===== src/rtl/rv_regfile_pkg.sv =====
// Shared constants and helpers for the scoreboarded integer register file.
package rv_regfile_pkg;
  localparam int DEF_DATA_W = 32;
  localparam int DEF_DEPTH  = 32;
  localparam int REG_ZERO   = 0;

  function automatic int calc_aw(input int depth);
    return (depth < 2) ? 1 : $clog2(depth);
  endfunction
endpackage


===== src/rtl/regfile_sb_pend.sv =====
// Pending-write scoreboard: one bit per register plus a running count of set bits.
module regfile_sb_pend
  import rv_regfile_pkg::*;
#(
  parameter int DEPTH = DEF_DEPTH,
  parameter int AW    = calc_aw(DEPTH)
) (
  input  logic             clk,
  input  logic             reset,
  input  logic             we,
  input  logic [AW-1:0]    wr_addr,
  input  logic             iss_valid,
  input  logic [AW-1:0]    iss_addr,
  output logic [DEPTH-1:0] pend,
  output logic [AW:0]      pend_cnt
);
  localparam int CW = AW + 1;

  logic             set_en, clr_en, inc, dec;
  logic [DEPTH-1:0] pend_nxt;
  logic [CW-1:0]    cnt_nxt;

  // Set is applied after clear so a new producer supersedes the retiring one.
  always_comb begin
    set_en   = iss_valid && (iss_addr != AW'(REG_ZERO));
    clr_en   = we && (wr_addr != AW'(REG_ZERO));
    pend_nxt = pend;
    if (clr_en) pend_nxt[wr_addr] = 1'b0;
    if (set_en) pend_nxt[iss_addr] = 1'b1;
    inc      = set_en && !pend[iss_addr];
    dec      = clr_en && pend[wr_addr] && !(set_en && (iss_addr == wr_addr));
    cnt_nxt  = pend_cnt + CW'(inc) - CW'(dec);
  end

  always_ff @(posedge clk) begin
    if (reset) begin
      pend     <= '0;
      pend_cnt <= '0;
    end else begin
      pend     <= pend_nxt;
      pend_cnt <= cnt_nxt;
    end
  end
endmodule


===== src/rtl/regfile_sb.sv =====
// Parametrised register file with per-register pending scoreboard, x0 hardwired to zero.
// Optional same-cycle write-to-read bypass: define REGFILE_BYPASS_EN.
module regfile_sb
  import rv_regfile_pkg::*;
#(
  parameter  int DATA_W = DEF_DATA_W,
  parameter  int DEPTH  = DEF_DEPTH,
  parameter  int NUM_RD = 2,
  localparam int AW     = calc_aw(DEPTH)
) (
  input  logic                     clk,
  input  logic                     reset,
  input  logic                     we,
  input  logic [AW-1:0]            wr_addr,
  input  logic [DATA_W-1:0]        wr_data,
  input  logic [NUM_RD*AW-1:0]     rd_addr,
  output logic [NUM_RD*DATA_W-1:0] rd_data,
  output logic [NUM_RD-1:0]        rd_busy,
  input  logic                     iss_valid,
  input  logic [AW-1:0]            iss_addr,
  output logic [AW:0]              pend_cnt,
  output logic                     all_clear
);
  logic [DEPTH-1:0][DATA_W-1:0] mem;
  logic [DEPTH-1:0]             pend;
  logic [AW:0]                  cnt_q;

  regfile_sb_pend #(.DEPTH(DEPTH), .AW(AW)) u_pend (
    .clk       (clk),
    .reset     (reset),
    .we        (we),
    .wr_addr   (wr_addr),
    .iss_valid (iss_valid),
    .iss_addr  (iss_addr),
    .pend      (pend),
    .pend_cnt  (cnt_q)
  );

  always_ff @(posedge clk) begin
    if (reset)
      mem <= '0;
    else if (we && (wr_addr != AW'(REG_ZERO)))
      mem[wr_addr] <= wr_data;
  end

  // Outputs are forced to their reset values while reset is held, not only after the edge.
  assign pend_cnt  = reset ? '0 : cnt_q;
  assign all_clear = (pend_cnt == '0);

  for (genvar i = 0; i < NUM_RD; i++) begin : g_rd
    logic [AW-1:0]     a;
    logic [DATA_W-1:0] d;
    logic              b;

    assign a = rd_addr[i*AW +: AW];

    always_comb begin
      d = mem[a];
      b = pend[a];
`ifdef REGFILE_BYPASS_EN
      if (we && (wr_addr != AW'(REG_ZERO)) && (a == wr_addr)) begin
        d = wr_data;
        b = iss_valid && (iss_addr == a);
      end
`endif
      if (reset || (a == AW'(REG_ZERO))) begin
        d = '0;
        b = 1'b0;
      end
    end

    assign rd_data[i*DATA_W +: DATA_W] = d;
    assign rd_busy[i]                  = b;
  end
endmodule


===== config.mk =====
export PLATFORM = sky130hd
export DESIGN_NAME = regfile_sb
export DESIGN_NICKNAME = d
export VERILOG_FILES = /design/src/rtl/rv_regfile_pkg.sv /design/src/rtl/regfile_sb_pend.sv /design/src/rtl/regfile_sb.sv
export SDC_FILE = /design/constraint.sdc
export NUM_CORES = 2
export LEC_CHECK = 0
export CAP_MARGIN = 5
export CORE_ASPECT_RATIO = 1.75
export CORE_MARGIN = 4
export CORE_UTILIZATION = 45
export CTS_BUF_LIST = sky130_fd_sc_hd__clkbuf_4
export CTS_CLUSTER_DIAMETER = 60
export DETAILED_ROUTE_END_ITERATION = 16
export PLACE_DENSITY_LB_ADDON = 0.05
export SLEW_MARGIN = 20
export SYNTH_ARGS = -nofsm -noshare
export SYNTH_HDL_FRONTEND = slang
export SYNTH_HIERARCHICAL = 1
export SYNTH_SLANG_ARGS = --single-unit

===== constraint.sdc =====
create_clock -name clk -period 3.62 [get_ports clk]
set_clock_uncertainty 0.05 [all_clocks]
set_input_delay 0.724 -clock clk [delete_from_list [all_inputs] [get_ports clk]]
set_output_delay 0.724 -clock clk [all_outputs]
set_load 0.02 [all_outputs]

## After elaboration in Yosys (flattened, before gate mapping)

Index checks and enable logic that the tools add are counted.

- Add/subtract/negate cells: 2
- Mux-type cells: 26
- Magnitude comparators: 6
- Equality and inequality tests: 1
- Reduce and logical (&&, ||, !) cells: 17
- Bitwise gates (word level): 3

Operators by type and width:

| kind | number |
|---|---|
| $bwmux 1024 | 1 |
| $bmux 32 s5 | 2 |
| $mux 32 | 7 |
| $demux 32 s5 | 1 |
| $and 32x32->32 | 1 |
| $not 32->32 | 1 |
| $or 32x32->32 | 1 |
| $lt 5x6->1 const B | 4 |
| $bmux 1 s5 | 4 |
| $demux 1 s5 | 2 |
| $ge 5x1->1 const B | 2 |
| $logic_not 5->1 | 2 |
| $reduce_bool 5->1 | 2 |
| $logic_and 1x1->1 | 8 |
| $mux 1 | 8 |
| $add 6x1->6 | 1 |
| $logic_not 6->1 | 1 |
| $mux 6 | 1 |
| $sub 6x1->6 | 1 |
| $eq 5x5->1 | 1 |
| $logic_not 1->1 | 2 |
| $logic_or 1x1->1 | 2 |

- Output and inout bits: 73
- Register bits: 1062
- Word-level logic and storage cells: 89
- Input port bits: 56

## Depth between registers and ports, before layout

- Word-level depth: 9
- Mapped depth: 16
- Depth with buffers taken out: 14

## Cells and area by module

Netlist, hierarchy kept.

Modules (own cells, without submodules):

| module | times used | cells each | area an instance (sq um) |
|---|---|---|---|
| regfile_sb | 1 | 6362 | 52069.9 |
| regfile_sb_pend | 1 | 284 | 2389.8 |

## Least setup slack after synthesis

OpenSTA, ideal clock, no wires.

- Path kind: input to register
- Start point: input iss_addr[0]
- End point: register u_pend.pend_cnt[5]
- Slack: -240 ps
- Setup time: 134 ps
- Arrival time: 3676 ps
- Cell stages on the path: 13
- Path through: mux4_2 > nor2b_4 > a211oi_2 > a211oi_1 > or4_1 > ha_1 > inv_1 > ha_1 > a21o_1 > a21oi_1 > o21bai_1 > and4b_1 > or4_1

- Word-level cells in the longest chain between the ends: 6
- Elaborated cells on any way between the ends: 12
- Classes of those cells: 2 x add/sub; 1 x eq/ne; 2 x mux; 7 x reduce/logical

Ends and longest elaborated chain:

| element | RTL line | text |
|---|---|---|
| start, declared | regfile_sb.sv:20 | `input logic [AW-1:0] iss_addr,` |
| $bmux 1 s5 or $reduce_bool 5->1 (tied branches) | regfile_sb_pend.sv:30, regfile_sb_pend.sv:25 |  |
| $mux 1 (implied by the code) or $logic_and 1x1->1 (tied branches) | regfile_sb_pend.sv:30, regfile_sb_pend.sv:25 |  |
| $logic_not 1->1 or $logic_and 1x1->1 (tied branches) | regfile_sb_pend.sv:30, regfile_sb_pend.sv:31 |  |
| $logic_and 1x1->1 or $logic_not 1->1 (tied branches) | regfile_sb_pend.sv:30, regfile_sb_pend.sv:31 |  |
| $add 6x1->6 or $logic_and 1x1->1 (tied branches) | regfile_sb_pend.sv:32, regfile_sb_pend.sv:31 |  |
| $sub 6x1->6 * | regfile_sb_pend.sv:32 | `cnt_nxt = pend_cnt + CW'(inc) - CW'(dec);` |
| end signal, assigned | regfile_sb_pend.sv:41 | `pend_cnt <= cnt_nxt;` |
| end, declared | regfile_sb_pend.sv:15 | `output logic [AW:0] pend_cnt` |

Every way passes the cells marked *; elsewhere a longest branch is shown, timed or not. The select of a mux whose other input is x is not followed.
A chain may end at the register's enable or synchronous reset.

## Worst setup path after layout

- Start point: input rd_addr[9]
- End point: output rd_data[42]

- Word-level cells in the longest chain between the ends: 3
- Elaborated cells on any way between the ends: 5
- Classes of those cells: 3 x mux; 2 x reduce/logical

Ends and longest elaborated chain:

| element | RTL line | text |
|---|---|---|
| start, declared | regfile_sb.sv:16 | `input logic [NUM_RD*AW-1:0] rd_addr,` |
| $bmux 32 s5 or $logic_not 5->1 (tied branches) | regfile_sb.sv:58, regfile_sb.sv:66 |  |
| $mux 32 (implied by the code) or $logic_or 1x1->1 (tied branches) | regfile_sb.sv:58, regfile_sb.sv:66 |  |
| $mux 32 * | regfile_sb.sv:66 | `if (reset \|\| (a == AW'(REG_ZERO))) begin` |
| end, declared | regfile_sb.sv:17 | `output logic [NUM_RD*DATA_W-1:0] rd_data,` |

Marked as above.

==> run metrics <==
status=finished with violations; failing checks=setup timing; worst endpoint required time=2.85 ns; I/O pin total=129; via density per instance=6.21; Yosys top cell by area=dfxtp_1; Tcrit/Tclk final=101%; layout cell share with drive strength beyond 1=20.0%; FILL cells=11400; vias in the first global route=52700; crit path DAT=2.88 ns; post-route DRC violation count=0; pin count of the biggest net entering global routing=221; syn nets=6709; Reg-to-Reg End=u_pend/pend_cnt[5]$_SDFF_PP0_; CTS HTree Levels=5; die area=127000 um^2; TritonCTS clock tree=done; Mapped Area=54500 um^2; DR vias=54000; Die X=271 um; Final Setup Violations=3; reg2reg path depth=14; PwrDens=395 nW/um^2; Hold Crit Start=reset; Mapped Cells=6646; Synth Area per Inst=8.19 um^2; Initial Util=45.4%; DP Wirelength=169 mm; Slew Limit Fails=0; top fanout value on the critical path=6; setup TNS=-0.0692 ns; Post-synth ARST share=0%; Final Non-Filler Cells=8700; Synth top area share=39.0%; ranking of synthesized cells by area=dfxtp_1 (39%), nand2_1 (15%), mux2i_1 (12%); Total GRT Usage=38.9%; crit path launch=rd_addr[9]; placed cells=8246; die span in y=468 um; placed inst area=61100 um^2; DR pass1 iterations=6; P_leak=23.1 nW; pre-CTS setup slack=-0.893 ns; CTS Buffer Depth=4; RR Startpoint=u_pend/pend[3]$_SDFF_PP0_; Critical Path End Type=output port; Avg WL per Cell=29.3 um; fmax=273 MHz; number of buffers created by CTS=289; top_reg_cell synth=dfxtp_1; post-route cell area=64600 um^2; final setup margin=-0.0381 ns; worst vdd ir=0.316 mV; flop2flop setup slack=0.08 ns; RSZ-0062 raised after global routing=true; critical path class=in2out; Hold WC Path Type=in2reg; Hold Path Depth=4; antenna violations before repair=2; Starting DRT DRC Count=6101; most common cell after layout, fill and taps aside=nand2_1; Layout Nets=6985; Hold EP=mem[575]$_SDFFE_PP0P_; Worst slew margin=22.8%; Fin. Hold Viols=0; #FFs+latches synth=1062; Post-synth EDFFs=0; Yosys cell types=62; share of the yosys chip area belonging to registers=39.0%; CTS root buf=clkbuf_4; core footprint=120000 um^2; Worst Setup Start Kind=primary input; clk_lat worst skew=1.23 ns; Reg clk slew, reported paths=0.07 ns; Ys Warns=6; Buffers on Ports=128; actual slew at the worst max-slew pin=1.16 ns; routability cong.=0.953; CTS Sinks=1062; post-layout util=53.8%; FP Rows=168; Area Growth Syn to Fin=18.7%; post-detailed-route count of antenna-violating nets=0; routed wire length=255 mm; Max-Cap Viols=0; grt ovf=0; commonest non-fill, non-tap cells in the layout=nand2_1 (2094), a21oi_1 (1090), dfxtp_1 (1035), mux2i_1 (630), buf_4 (413); first-pass GRT wire length=363 mm; fin crit period=3.66 ns
## synthesized netlist by cell type (all sizes together) (44+ instances only)
cell    instances
a21oi        1092
clkbuf        499
dfxtp        1062
a22oi         329
nand2        2108
nand4          69
nor2b          57
nand3         163
mux4          228
nor2           44
buf           178
mux2i         630
## timing repair
item                       4_1_cts  5_1_grt
setup endpoints to repair       53       34
resized for setup              190       41
pin swaps                       40       32
hold buffers                     4        0
hold endpoints to repair        94        0
buffers inserted                 2        3
gates cloned                     0        1
## flip-flops by register name, indices dropped and copies added (netlist names)
register,count
mem,1024
u_pend/pend,32
u_pend/pend_cnt,6
## worst max-delay path, stage by stage
cell and delay [ns]:
clkdlybuf4s50_1 0.50, nor3_2 0.06, buf_4 0.18, buf_4 0.19
and2_4 0.18, buf_4 0.13, buf_4 0.16, a32oi_4 0.25
nand4_1 0.27, buf_6 0.22
## cell families after synthesis
| group | share of synthesized area, % |
|---|---|
| compound gates | 15.4 |
| simple gates | 19.0 |
| buf+inv | 5.11 |
| xor+xnor | 0.145 |
| mux | 21.1 |
| fa+ha+maj | 0.175 |
| flops | 39.0 |
## stage by stage
stage	hold WS [ns]	total power [mW]
after global placement	0.399	15.3
after floorplan	0.383	13.8
after global routing	0.0744	26.4
final	0.120	25.5
after detailed placement	0.408	15.3
after CTS	0.0329	25.6
## where the power goes
part           switching, mW  internal [mW]
logic                   2.03           1.20
registers             0.0889           11.8
clock network           5.24           5.16
## per-layer routing
layer	up-vias	part of all wire [%]	track usage [%]
met5	-	0	0
met4	0	9.5	29.6
met3	1162	9.0	8.01
met2	3199	47	64.9
met1	25900	35	43.6
li1	23800	-	-
## how the worst max path moves through the flow
stage / to / slack (ns) / cells after the start
after floorplan: u_pend/pend_cnt[5]$_SDFF_PP0_ / -0.08 / 13
after global placement: u_pend/pend_cnt[5]$_SDFF_PP0_ / -0.88 / 14
after detailed placement: u_pend/pend_cnt[5]$_SDFF_PP0_ / -0.89 / 15
after CTS: rd_data[42] / -0.08 / 4
after global routing: rd_data[42] / -0.11 / 4
final: rd_data[42] / -0.04 / 10
## cell type report
class                           count  area (um^2)  area share, %
Clock buffer                      399         3000           4.63
Timing Repair Buffer              662         6910           10.7
Inverter                            7         28.8         0.0445
Clock inverter                     48          234          0.362
Tap cell                         1615         2020           3.13
Sequential cell                  1062        21300           33.0
Antenna cell                        7         17.5         0.0271
Multi-Input combinational cell   4900        31100           48.2
Power figures use the tool's default switching activity.
